File: src/rtl/bin2bcd_if.sv
// Handshake and result bundle between the datapath and the BCD converter.
// The master drives start/value; the slave returns status and packed BCD digits.
interface bin2bcd_if #(
  parameter int WIDTH  = 8,
  parameter int DIGITS = 3
);
  logic                  start;
  logic [WIDTH-1:0]      value;
  logic                  busy;
  logic                  done;
  logic [4*DIGITS-1:0]   bcd;
  logic                  neg;

  modport master (output start, value, input busy, done, bcd, neg);
  modport slave  (input start, value, output busy, done, bcd, neg);
endinterface

File: src/rtl/bin2bcd_seq.sv
// Signed binary to packed BCD, one double-dabble iteration per clock.
// Sign is split off at capture; the magnitude is shifted through the scratch digits.

// One BCD nibble's pre-shift correction: add 3 when the digit would overflow on doubling.
module bin2bcd_digit (
  input  logic [3:0] d_i,
  output logic [3:0] d_o
);
  assign d_o = (d_i >= 4'd5) ? (d_i + 4'd3) : d_i;
endmodule

module bin2bcd_seq #(
  parameter int WIDTH  = 8,
  parameter int DIGITS = 3
) (
  input  logic        clk,
  input  logic        rst,
  bin2bcd_if.slave    bus
);
  localparam int BW = 4 * DIGITS;
  localparam int CW = (WIDTH > 2) ? $clog2(WIDTH) : 1;
  localparam logic [CW-1:0] LAST = CW'(WIDTH - 1);

  typedef enum logic {IDLE, CONV} state_t;

  state_t                    state_q;
  logic [CW-1:0]             cnt_q;
  logic [WIDTH-1:0]          mag_q;
  logic                      sign_q;
  logic [DIGITS-1:0][3:0]    scr_q;
  logic [BW-1:0]             bcd_q;
  logic                      neg_q;
  logic                      busy_q;
  logic                      done_q;

  logic [DIGITS-1:0][3:0]    adj;
  logic [BW-1:0]             adj_flat;
  logic [DIGITS-1:0][3:0]    scr_d;
  logic [WIDTH-1:0]          mag_d;
  logic [WIDTH-1:0]          neg_mag;

  for (genvar g = 0; g < DIGITS; g++) begin : g_dig
    bin2bcd_digit u_dig (
      .d_i (scr_q[g]),
      .d_o (adj[g])
    );
  end

  // Most negative input wraps to 2^(WIDTH-1), which reads correctly as unsigned.
  assign neg_mag  = ~bus.value + {{(WIDTH-1){1'b0}}, 1'b1};
  assign adj_flat = adj;
  assign scr_d    = {adj_flat[BW-2:0], mag_q[WIDTH-1]};
  assign mag_d    = {mag_q[WIDTH-2:0], 1'b0};

  always_ff @(posedge clk or posedge rst) begin
    if (rst) begin
      state_q <= IDLE;
      cnt_q   <= '0;
      mag_q   <= '0;
      sign_q  <= 1'b0;
      scr_q   <= '0;
      bcd_q   <= '0;
      neg_q   <= 1'b0;
      busy_q  <= 1'b0;
      done_q  <= 1'b0;
    end else begin
      done_q <= 1'b0;
      case (state_q)
        IDLE: begin
          if (bus.start) begin
            sign_q  <= bus.value[WIDTH-1];
            mag_q   <= bus.value[WIDTH-1] ? neg_mag : bus.value;
            scr_q   <= '0;
            cnt_q   <= '0;
            busy_q  <= 1'b1;
            state_q <= CONV;
          end
        end
        CONV: begin
          scr_q <= scr_d;
          mag_q <= mag_d;
          cnt_q <= cnt_q + CW'(1);
          if (cnt_q == LAST) begin
            bcd_q   <= scr_d;
            neg_q   <= sign_q;
            done_q  <= 1'b1;
            busy_q  <= 1'b0;
            state_q <= IDLE;
          end
        end
        default: state_q <= IDLE;
      endcase
    end
  end

  assign bus.busy = busy_q;
  assign bus.done = done_q;
  assign bus.bcd  = bcd_q;
  assign bus.neg  = neg_q;
endmodule
File: src/flat_wrapper.sv
// flat-port wrapper written by rule: the top's interface ports become plain ports
module bin2bcd_seq_flat 
#(
  parameter int WIDTH  = 8,
  parameter int DIGITS = 3
)
  (clk, rst, bus_start, bus_value, bus_busy, bus_done, bus_bcd, bus_neg);
  bin2bcd_if #(.WIDTH(WIDTH), .DIGITS(DIGITS)) bus_i ();
  input  logic clk;
  input  logic rst;
  input wire logic [$bits(bus_i.start)-1:0] bus_start;
  input wire logic [$bits(bus_i.value)-1:0] bus_value;
  output wire logic [$bits(bus_i.busy)-1:0] bus_busy;
  output wire logic [$bits(bus_i.done)-1:0] bus_done;
  output wire logic [$bits(bus_i.bcd)-1:0] bus_bcd;
  output wire logic [$bits(bus_i.neg)-1:0] bus_neg;
  assign bus_i.start = bus_start;
  assign bus_i.value = bus_value;
  assign bus_busy = bus_i.busy;
  assign bus_done = bus_i.done;
  assign bus_bcd = bus_i.bcd;
  assign bus_neg = bus_i.neg;
  bin2bcd_seq #(.WIDTH(WIDTH), .DIGITS(DIGITS)) u_core (.clk(clk), .rst(rst), .bus(bus_i));
endmodule
File: config.mk
export PLATFORM = sky130hd
export DESIGN_NAME = bin2bcd_seq_flat
export DESIGN_NICKNAME = d
export VERILOG_FILES = /design/src/rtl/bin2bcd_if.sv /design/src/rtl/bin2bcd_seq.sv /design/src/flat_wrapper.sv
export SDC_FILE = /design/constraint.sdc
export NUM_CORES = 1
export LEC_CHECK = 0
export ABC_AREA = 1
export BUFFER_PORTS_ARGS = -buffer_cell sky130_fd_sc_hd__clkbuf_2
export CAP_MARGIN = 20
export CORE_ASPECT_RATIO = 1.4
export CORE_MARGIN = 5
export CORE_UTILIZATION = 60
export CTS_BUF_LIST = sky130_fd_sc_hd__clkbuf_8
export DETAILED_ROUTE_END_ITERATION = 7
export HOLD_SLACK_MARGIN = 0.02
export PLACE_DENSITY = 0.82
export SKIP_CTS_REPAIR_TIMING = 1
export SYNTH_ARGS = -nofsm -noshare
export SYNTH_HDL_FRONTEND = slang
export SYNTH_HIERARCHICAL = 1
export SYNTH_SLANG_ARGS = --single-unit
File: constraint.sdc
create_clock -name clk -period 2.9 [get_ports clk]
set_input_delay 0.29 -clock clk [delete_from_list [all_inputs] [get_ports clk]]
set_output_delay 0.29 -clock clk [all_outputs]
set_load 0.01 [all_outputs]
; Word-level counts from Yosys, hierarchy flattened
; Cells that the tools add are included.
[word_totals]
register_bits = 40
out_inout_bits = 15
[classes]
n_eq_ne = 3
n_reduce_logical = 3
muxes = 18
bitwise_logic = 2
n_lt_le_gt_ge = 3
addsub = 5
[op_table]
columns = op, n
row1 = 12-bit case mux with 2 select lines, 1
row2 = 8-bit two-way mux, 2
row3 = 8-bit case mux with 2 select lines, 1
row4 = "4-bit by 3-bit greater-or-equal comparator with 1-bit output, second input constant", 3
row5 = 12-bit two-way mux, 1
row6 = "4-bit by 2-bit adder with 4-bit output, second input constant", 2
row7 = "8-bit by 1-bit adder with 8-bit output, second input constant", 1
row8 = 4-bit two-way mux, 2
row9 = 8-bit inverter, 1
row10 = 1-bit two-way mux, 6
row11 = 3-bit two-way mux, 2
row12 = 3-bit case mux with 2 select lines, 1
row13 = 2-bit AND reduction, 3
row14 = "2-bit inequality test, second input constant", 2
row15 = 1-bit case mux with 2 select lines, 2
row16 = "3-bit by 1-bit adder with 3-bit output, second input constant", 1
row17 = "3-bit by 2-bit adder with 3-bit output, second input constant", 1
row18 = "3-bit == test, second input constant", 1
row19 = 1-bit inverter, 1

; Depth between registers and ports, before layout
; Gate-level depths: netlist of the first run.
[depth]
depth_word = 5
ltp_mapped = 9

; Modules after synthesis
; Netlist of the first run, hierarchy kept.
[modules_own_cells]
columns = mod, instances, area_per_inst_um2, cells_per_inst
row1 = bin2bcd_seq, 1, 1737.9, 179
row2 = bin2bcd_digit, 3, 135.1, 23

; Worst setup path before layout of the first run
; No wires, ideal clock.
[synth_path]
kind = register -> register
start = register u_core/scr_q[8] in the netlist's numbering
end = register u_core/scr_q[10] in the netlist's numbering
t_required_ps = 2817
arrival_time_ps = 1174
n_path_buf = 0
setup_slack_ps = 1644
stages_incl_launch_ff = 9
cell_sequence = dfrtp_1 > inv_1 > ha_1 > nor2_4 > nor2_4 > nand2_1 > o21ai_2 > inv_1 > o21ai_0
[synth_lines]
columns = item, line
row1 = from (decl), bin2bcd_seq.sv:30  ; logic [DIGITS-1:0][3:0] scr_q;
row2 = from (signal assigned), bin2bcd_seq.sv:80  ; scr_q <= scr_d;

; Final worst setup path of the first run
[layout_path]
start = register u_core.state_q
end = register u_core.mag_q[4]
[layout_between]
elab_chain_len = 2
word_cells_on_any_way = 3
cone_classes = eq/ne (1) / mux (1) / bitwise (1)
[layout_lines]
columns = item, line
row1 = from (decl), bin2bcd_seq.sv:26  ; state_t state_q;
row2 = from (signal assigned), bin2bcd_seq.sv:57  ; state_q <= IDLE;
row3 = from (signal assigned), bin2bcd_seq.sv:76  ; state_q <= CONV;
row4 = from (signal assigned), bin2bcd_seq.sv:88  ; state_q <= IDLE;
row5 = 1-bit inverter (no source line), --
row6 = 8-bit case mux with 2 select lines or 2-bit inequality test (tied branches), --
row7 = to (signal assigned), bin2bcd_seq.sv:72  ; mag_q <= bus.value[WIDTH-1] ? neg_mag : bus.value;
row8 = to (signal assigned), bin2bcd_seq.sv:81  ; mag_q <= mag_d;
row9 = to (decl), bin2bcd_seq.sv:28  ; logic [WIDTH-1:0] mag_q;
; Parallel ways exist; a longest one is shown, timed or not.
; A chain may end at the register's enable or synchronous reset.

==> reports/metrics.yaml, run 1 <==
status: "finished, final reports clean"
die_h_um: 80.3
r2r_cells: 5
drc: 0
wl_mm: 3.88
hold_path_class: "input port to async pin"
num-nets-final: 289
fin_crit_sh_pct: 53.0
ctsRootBufferMaster: "clkbuf_8"
grt_first_pass_wirelength_mm: 7.09
die_w_um: 60.2
cap_viol_max_count: 0
ir_drop_uv: 679
cts_buffers: 5
syn_to_final_growth_pct: 10.2
place_inst: 302
tns_ns: 0
antenna_found_initial: 0
io_buffers: 25
register_area_um2: 1000
slew-limit-headroom_pct: 66.9
insertion_delay_ns: 0.29
htree_levels: 2
wl_per_cell_um: 12.5
die_area_um2: 4830
timing.rr.end: "u_core/mag_q[4]"
fmax_mhz: 650
avgSynthCellArea_um2: 8.71
grt_overflow: 0
grtUsageTotal_pct: 19.6
via_per_inst: 5.38
reg2reg_setup_slack_ns: 1.36
cp-start-kind: "register"
num_vias: 1667
rsz0062_at_grt: "no"
end_kind: "register"
fin_skew_ns: 0.00703
cts_buffer_depth: 2
final_cell_count_no_fill: 310
clk_pin_slew_ns: 0.07
cts.sinks: 40
required_ns: 3.10
power_mw: 2.56
nFillCells: 295
syn_area_um2: 2120
tightest_slew_ns: 0.495
r2r_start: "u_core/state_q"
syn_nets: 263
gp_congestion: 0.807
num_antenna_cells: 0
ioPinCount: 26
syn_inst: 243
post-dp-hpwl_mm: 2.93
synth_warnings: 6
ant_nets: 0
rows: 25
worstSetupPathType: "register to register"
detail_route.iter0.violations: 55
cts_tree: "yes"
final_layout_size_suffix_gt1_share_pct: 24.1
leakage_nw: 1.19
multi_input_comb_area_um2: 932
grt_max_degree: 41
fin_crit_ns: 1.54
power_density_nw_per_um2: 1100
grt_pass1_vias: 1698
slew_violations: 0
finalHoldViolations: 0
cp.arrival_ns: 1.74
setup_viol: 0
cp_max_fo: 14
start_util_pct: 62.1
design.core.area_um2: 3410
firstDrtPassIters: 4
## worst max path at each step
stage,start,end,slack [ns]
floorplan,u_core/scr_q[0],u_core/scr_q[2],1.64
global placement,u_core/state_q,u_core/mag_q[1],1.44
detailed placement,u_core/state_q,u_core/mag_q[4],1.35
CTS,u_core/state_q,u_core/mag_q[4],1.33
global route,u_core/state_q,u_core/mag_q[3],1.19
finish,u_core/state_q,u_core/mag_q[4],1.36
## final cells by class
type / count / area share (%)
multi-input combinational: 162 / 39.9
inverter: 34 / 5.47
clock inverter: 2 / 0.322
clock buffer: 6 / 3.54
tap: 40 / 2.14
sequential: 40 / 42.9
timing repair buffer: 26 / 5.68
## report_power, final
| group | total (mW) | switching (mW) | internal [mW] |
|---|---|---|---|
| Sequential | 0.988 | 0.184 | 0.804 |
| Clock | 0.366 | 0.180 | 0.187 |
| Combinational | 1.21 | 0.752 | 0.454 |
| Total | 2.56 | 1.12 | 1.45 |
## cell usage in the layout, fill, tap and decap left out, types with 3 or more instances in the layout
cell type,n
o21ai_2,16
nand2_2,3
nor2_4,7
nand3_1,10
ha_1,9
nor2_1,19
clkbuf_8,6
a22oi_1,7
inv_1,32
nand2_1,57
dfrtp_1,40
o21ai_0,24
clkbuf_2,25
inv_2,4
## sequential cells by signal, indices dropped and copies added (netlist names)
register and cells:
u_core/bus.bcd 12, u_core/bus.busy 1, u_core/bus.done 1, u_core/bus.neg 1
u_core/cnt_q 3, u_core/mag_q 8, u_core/scr_q 12, u_core/sign_q 1
u_core/state_q 1
## critical path, cell delays in order, from the launching register on
cell and delay, ns:
dfrtp_1 0.54, inv_1 0.34, nand2_1 0.17, inv_2 0.16, nand2_1 0.08, o21ai_0 0.16
## metal layers
metal  routed length [µm]  GRT usage, %  up-vias
li1                     -             -      831
met1                 1500          20.2      798
met2                 2110          35.8       31
met3                  193          5.47        7
met4                   69          7.76        0
met5                    0             0        -
## per-stage QoR
| stage | utilization [%] | worst slack (ns) | instance area (µm²) | hold slack [ns] |
|---|---|---|---|---|
| final | 68.4 | 1.36 | 2330 | 0.0899 |
| after global routing | 68.4 | 1.19 | 2330 | 0.161 |
| after CTS | 68.4 | 1.33 | 2330 | 0.102 |
| after detailed placement | 65.8 | 1.35 | 2240 | 0.421 |
| after global placement | 65.8 | 1.44 | 2240 | 0.414 |
| after floorplan | - | 1.64 | 2120 | 0.453 |
(Power assumes the default switching activity.)
==> inputs of run 2 (changes only) <==
clock period = 1.6 ns   (was 2.9 ns; I/O delays follow)
==> reports/metrics.yaml, run 2 (synthesized netlist as in run 1, its figures left out) <==
insertion_delay_ns: 0.29  # about the same
syn_to_final_growth_pct: 11.6
cap_viol_max_count: 0  # unchanged
cts_buffers: 5  # unchanged
firstDrtPassIters: 4  # unchanged
cp.arrival_ns: 1.66  # -0.08 ns
cts_buffer_depth: 2  # unchanged
leakage_nw: 1.21  # +1.7%
cp_max_fo: 27  # +13
start_util_pct: 62.1  # unchanged
detail_route.iter0.violations: 80  # +45%
final_layout_size_suffix_gt1_share_pct: 25.2  # +1.1 points
fin_skew_ns: 0.00300  # -0.00403 ns
setup_viol: 0  # unchanged
design.core.area_um2: 3410  # unchanged
ioPinCount: 26  # unchanged
grt_max_degree: 41  # unchanged
grt_overflow: 0  # unchanged
num_vias: 1636  # -1.9%
layout_common_cells: "nand2_1, dfrtp_1, inv_1, clkbuf_2, o21ai_0"
tightest_slew_ns: 0.482  # -0.0130 ns
die_area_um2: 4830  # unchanged
grt_first_pass_wirelength_mm: 6.73  # -5.2%
power_density_nw_per_um2: 1980  # +81%
final_cell_count_no_fill: 314  # +1.3%
preCtsSetupSlack_ns: 0.192  # -1.16 ns
tns_ns: 0  # unchanged
via_per_inst: 5.21  # -3.1%
num_antenna_cells: 0  # unchanged
ant_nets: 0  # unchanged
fin_crit_ns: 1.44  # -0.0973 ns
busiest_layer: "met2"
final_common_cell: "nand2_1"
rsz0062_at_grt: "no"
fmax_mhz: 694  # +6.8%
num-nets-final: 293  # +1.4%
io_buffers: 25  # unchanged
grt_pass1_vias: 1565  # -7.8%
end_kind: "register"
cp-start-kind: "register"
antenna_found_initial: 0  # unchanged
die_w_um: 60.2  # unchanged
ctsRootBufferMaster: "clkbuf_8"
post-dp-hpwl_mm: 2.84  # -3.1%
met3_usage_pct: 4.82  # -0.64 points
ir_drop_uv: 947  # +39%
hold_path_class: "input port to async pin"
gp_congestion: 0.818  # +1.3%
die_h_um: 80.3  # unchanged
fin_hold_ws_ns: -0.0396  # -0.130 ns
use_met1_pct: 21.1  # +0.87 points
grt_use_met2_pct: 32.4  # -3.5 points
grtUsageTotal_pct: 18.5  # -1.0 points
setup_ws_ns: 0.159  # -1.20 ns
place_inst: 306  # +1.3%
clk_pin_slew_ns: 0.07  # about the same
worstSetupPathType: "register to register"
violations: "hold timing"
wl_mm: 3.82  # -1.4%
slew_violations: 0  # unchanged
drc: 0  # unchanged
rows: 25  # unchanged
cts.sinks: 40  # unchanged
status: "finished, violations left"
wl_per_cell_um: 12.2  # -2.6%
htree_levels: 2  # unchanged
finalHoldViolations: 40  # +40
required_ns: 1.82  # -1.28 ns
cts_tree: "yes"
fin_crit_sh_pct: 90.1  # +37 points
slew-limit-headroom_pct: 67.9  # +0.94 points
-- run 2: final timing paths --
kind	end	slack, ns	cells after the start	startpoint
setup / recovery	u_core/bus.busy	0.16	5	u_core/cnt_q[0]
hold / removal	u_core/scr_q[5]	-0.04	3	rst
setup reg to reg	u_core/bus.busy	0.16	5	u_core/cnt_q[0]
hold reg to reg	u_core/bus.bcd[6]	0.49	2	u_core/bus.bcd[6]
max in group asynchronous	u_core/mag_q[1]	1.31	3	rst
min in group clk	u_core/mag_q[6]	0.15	4	bus_value[6]
-- run 2: routing by layer --
metal | routed length (µm) | up-vias
li1 | - | 841
met1 | 1600 | 764
met2 | 2000 | 27
met3 | 195 | 4
met4 | 34 | 0
met5 | 0 | -
-- run 2: where the power goes --
part	total, mW	internal, mW	switching, mW	leakage (nW)
Sequential	1.78	1.46	0.322	0.507
Combinational	2.24	0.876	1.37	0.651
Clock	0.660	0.339	0.322	0.0538
Total	4.68	2.67	2.01	1.21
-- run 2: critical path, cell delays in order (launching register included) --
cell	delay (ns)
dfrtp_1	0.39
ha_1	0.22
ha_1	0.22
nand2_4	0.30
inv_1	0.12
nor2_1	0.12
-- run 2: area by class of cell --
| type | instances | area, µm² |
|---|---|---|
| Fill cell | 302 | 1050 |
| Sequential cell | 40 | 1000 |
| Multi-Input combinational cell | 162 | 932 |
| Timing Repair Buffer | 30 | 163 |
| Inverter | 34 | 128 |
| Clock buffer | 6 | 82.6 |
| Tap cell | 40 | 50.0 |
| Clock inverter | 2 | 7.51 |
-- run 2: through the flow --
| step | power (mW) | utilization, % | cell area [µm²] |
|---|---|---|---|
| after floorplan | 3.53 | - | 2120 |
| after global placement | 3.96 | 66.7 | 2270 |
| after detailed placement | 4.06 | 66.7 | 2270 |
| after CTS | 4.74 | 69.3 | 2360 |
| after global routing | 5.10 | 69.3 | 2360 |
| final | 4.68 | 69.3 | 2360 |
==> inputs of run 3 (changes only) <==
ABC_AREA = not set   (was 1)
CORE_UTILIZATION = 57   (was 60)
CTS_BUF_LIST = not set   (was sky130_fd_sc_hd__clkbuf_8)
PLACE_DENSITY = 0.79   (was 0.82)
==> reports/metrics.yaml, run 3 <==
status: "finished, final reports clean"
slew-limit-headroom_pct: 67.1  # -0.82 points
r2r_start: "u_core/scr_q[4]"
setup_viol: 0  # unchanged
die_area_um2: 4960  # +2.5%
final_core_util_pct: 66.0  # -3.3 points
tightest_slew_ns: 0.494  # +0.0124 ns
clk_pin_slew_ns: 0.07  # about the same
syn_nets: 218  # -17%
place_area_um2: 2240  # -1.3%
syn_inst: 198  # -19%
setup_ws_ns: 0.0709  # -0.0881 ns
design_area_um2: 2360  # about the same
antenna_found_initial: 0  # unchanged
power_mw: 4.61  # -1.6%
design.core.area_um2: 3580  # +5.0%
insertion_delay_ns: 0.28  # about the same
power_density_nw_per_um2: 1950  # -1.5%
final_cell_count_no_fill: 273  # -13%
cp-start-kind: "register"
htree_levels: 2  # unchanged
cap_viol_max_count: 0  # unchanged
required_ns: 1.83  # about the same
end_kind: "register"
finalHoldViolations: 0  # -100%
cts_buffers: 5  # unchanged
worstSetupPathType: "register to register"
cts_buffer_depth: 2  # unchanged
gp_congestion: 0.804  # -1.7%
grt_max_degree: 41  # unchanged
die_h_um: 81.3  # +1.3%
syn_area_um2: 2070  # -2.2%
num_vias: 1450  # -11%
grt_first_pass_wirelength_mm: 6.20  # -7.8%
detail_route.iter0.violations: 14  # -83%
ir_drop_uv: 1070  # +13%
grt_overflow: 0  # unchanged
layout_common_cells: "dfrtp_1, nand2_1, clkbuf_2, nand2b_1, o21ai_0"
ioPinCount: 26  # unchanged
cts_tree: "yes"
cp.arrival_ns: 1.76  # +0.10 ns
final_layout_size_suffix_gt1_share_pct: 26.8  # +1.7 points
wl_mm: 3.59  # -6.1%
num-nets-final: 250  # -15%
post-dp-hpwl_mm: 2.57  # -9.5%
ant_nets: 0  # unchanged
hold_path_class: "input port to register"
grt_pass1_vias: 1401  # -10%
grtUsageTotal_pct: 16.8  # -1.7 points
ctsRootBufferMaster: "clkbuf_8"
tns_ns: 0  # unchanged
io_buffers: 25  # unchanged
num_antenna_cells: 0  # unchanged
fmax_mhz: 654  # -5.8%
wl_per_cell_um: 13.2  # +8.0%
slew_violations: 0  # unchanged
fin_hold_ws_ns: 0.192  # +0.231 ns
start_util_pct: 57.9  # -4.2 points
syn_to_final_growth_pct: 14.1
rows: 26  # +4.0%
die_w_um: 60.9  # +1.2%
final_common_cell: "dfrtp_1"
min_from: "bus_value[0]"
cp_max_fo: 5  # -81%
fin_skew_ns: 0.00408  # +0.00109 ns
synth_warnings: 6  # unchanged
fin_crit_ns: 1.53  # +0.0881 ns
firstDrtPassIters: 4  # unchanged
via_per_inst: 5.31  # +1.9%
preCtsSetupSlack_ns: 0.0683  # -0.123 ns
nFillCells: 302  # unchanged
drc: 0  # unchanged
leakage_nw: 1.14  # -5.6%
cts.sinks: 40  # unchanged
place_inst: 263  # -14%
avgSynthCellArea_um2: 10.5  # +20%
crit_start: "u_core/scr_q[4]"
fin_crit_sh_pct: 95.6  # +5.5 points
run 3: routing by layer:
layer | up-vias | GRT usage (%) | share of wire, %
met2 | 22 | 28.9 | 53
met4 | 0 | 5.86 | 0.56
met5 | - | 0 | 0
met1 | 698 | 19.9 | 42
li1 | 728 | - | -
met3 | 2 | 4.45 | 4.3
run 3: critical path, stage by stage, from the launching register on:
cell      delay (ns)
dfrtp_2         0.44
ha_1            0.19
nand2b_1        0.16
a21oi_2         0.22
mux2i_2         0.28
mux2_2          0.18
run 3: final timing paths:
| check | endpoint | slack, ns | depth (start not counted) |
|---|---|---|---|
| worst min-delay path | u_core/mag_q[0] | 0.19 | 3 |
| worst min register to register | u_core/mag_q[2] | 0.49 | 2 |
| min in group asynchronous | u_core/bus.bcd[5] | 0.52 | 4 |
| worst max register to register | u_core/bus.bcd[6] | 0.07 | 5 |
| max in group asynchronous | u_core/scr_q[4] | 0.72 | 4 |
| worst max-delay path | u_core/bus.bcd[6] | 0.07 | 5 |
run 3: area by class of cell:
type	count	area, µm²	share of cell area (%)
multi-input combinational	137	965	40.8
sequential	40	1000	42.4
timing repair buffer	34	208	8.79
tap	42	52.6	2.22
inverter	12	45.0	1.91
clock buffer	8	90.1	3.81
run 3: where the power goes:
group          leakage (nW)  internal (mW)  switching, mW
Sequential            0.500           1.48          0.342
Clock                0.0455          0.351          0.320
Combinational         0.599           1.07           1.05
Total                  1.14           2.90           1.71
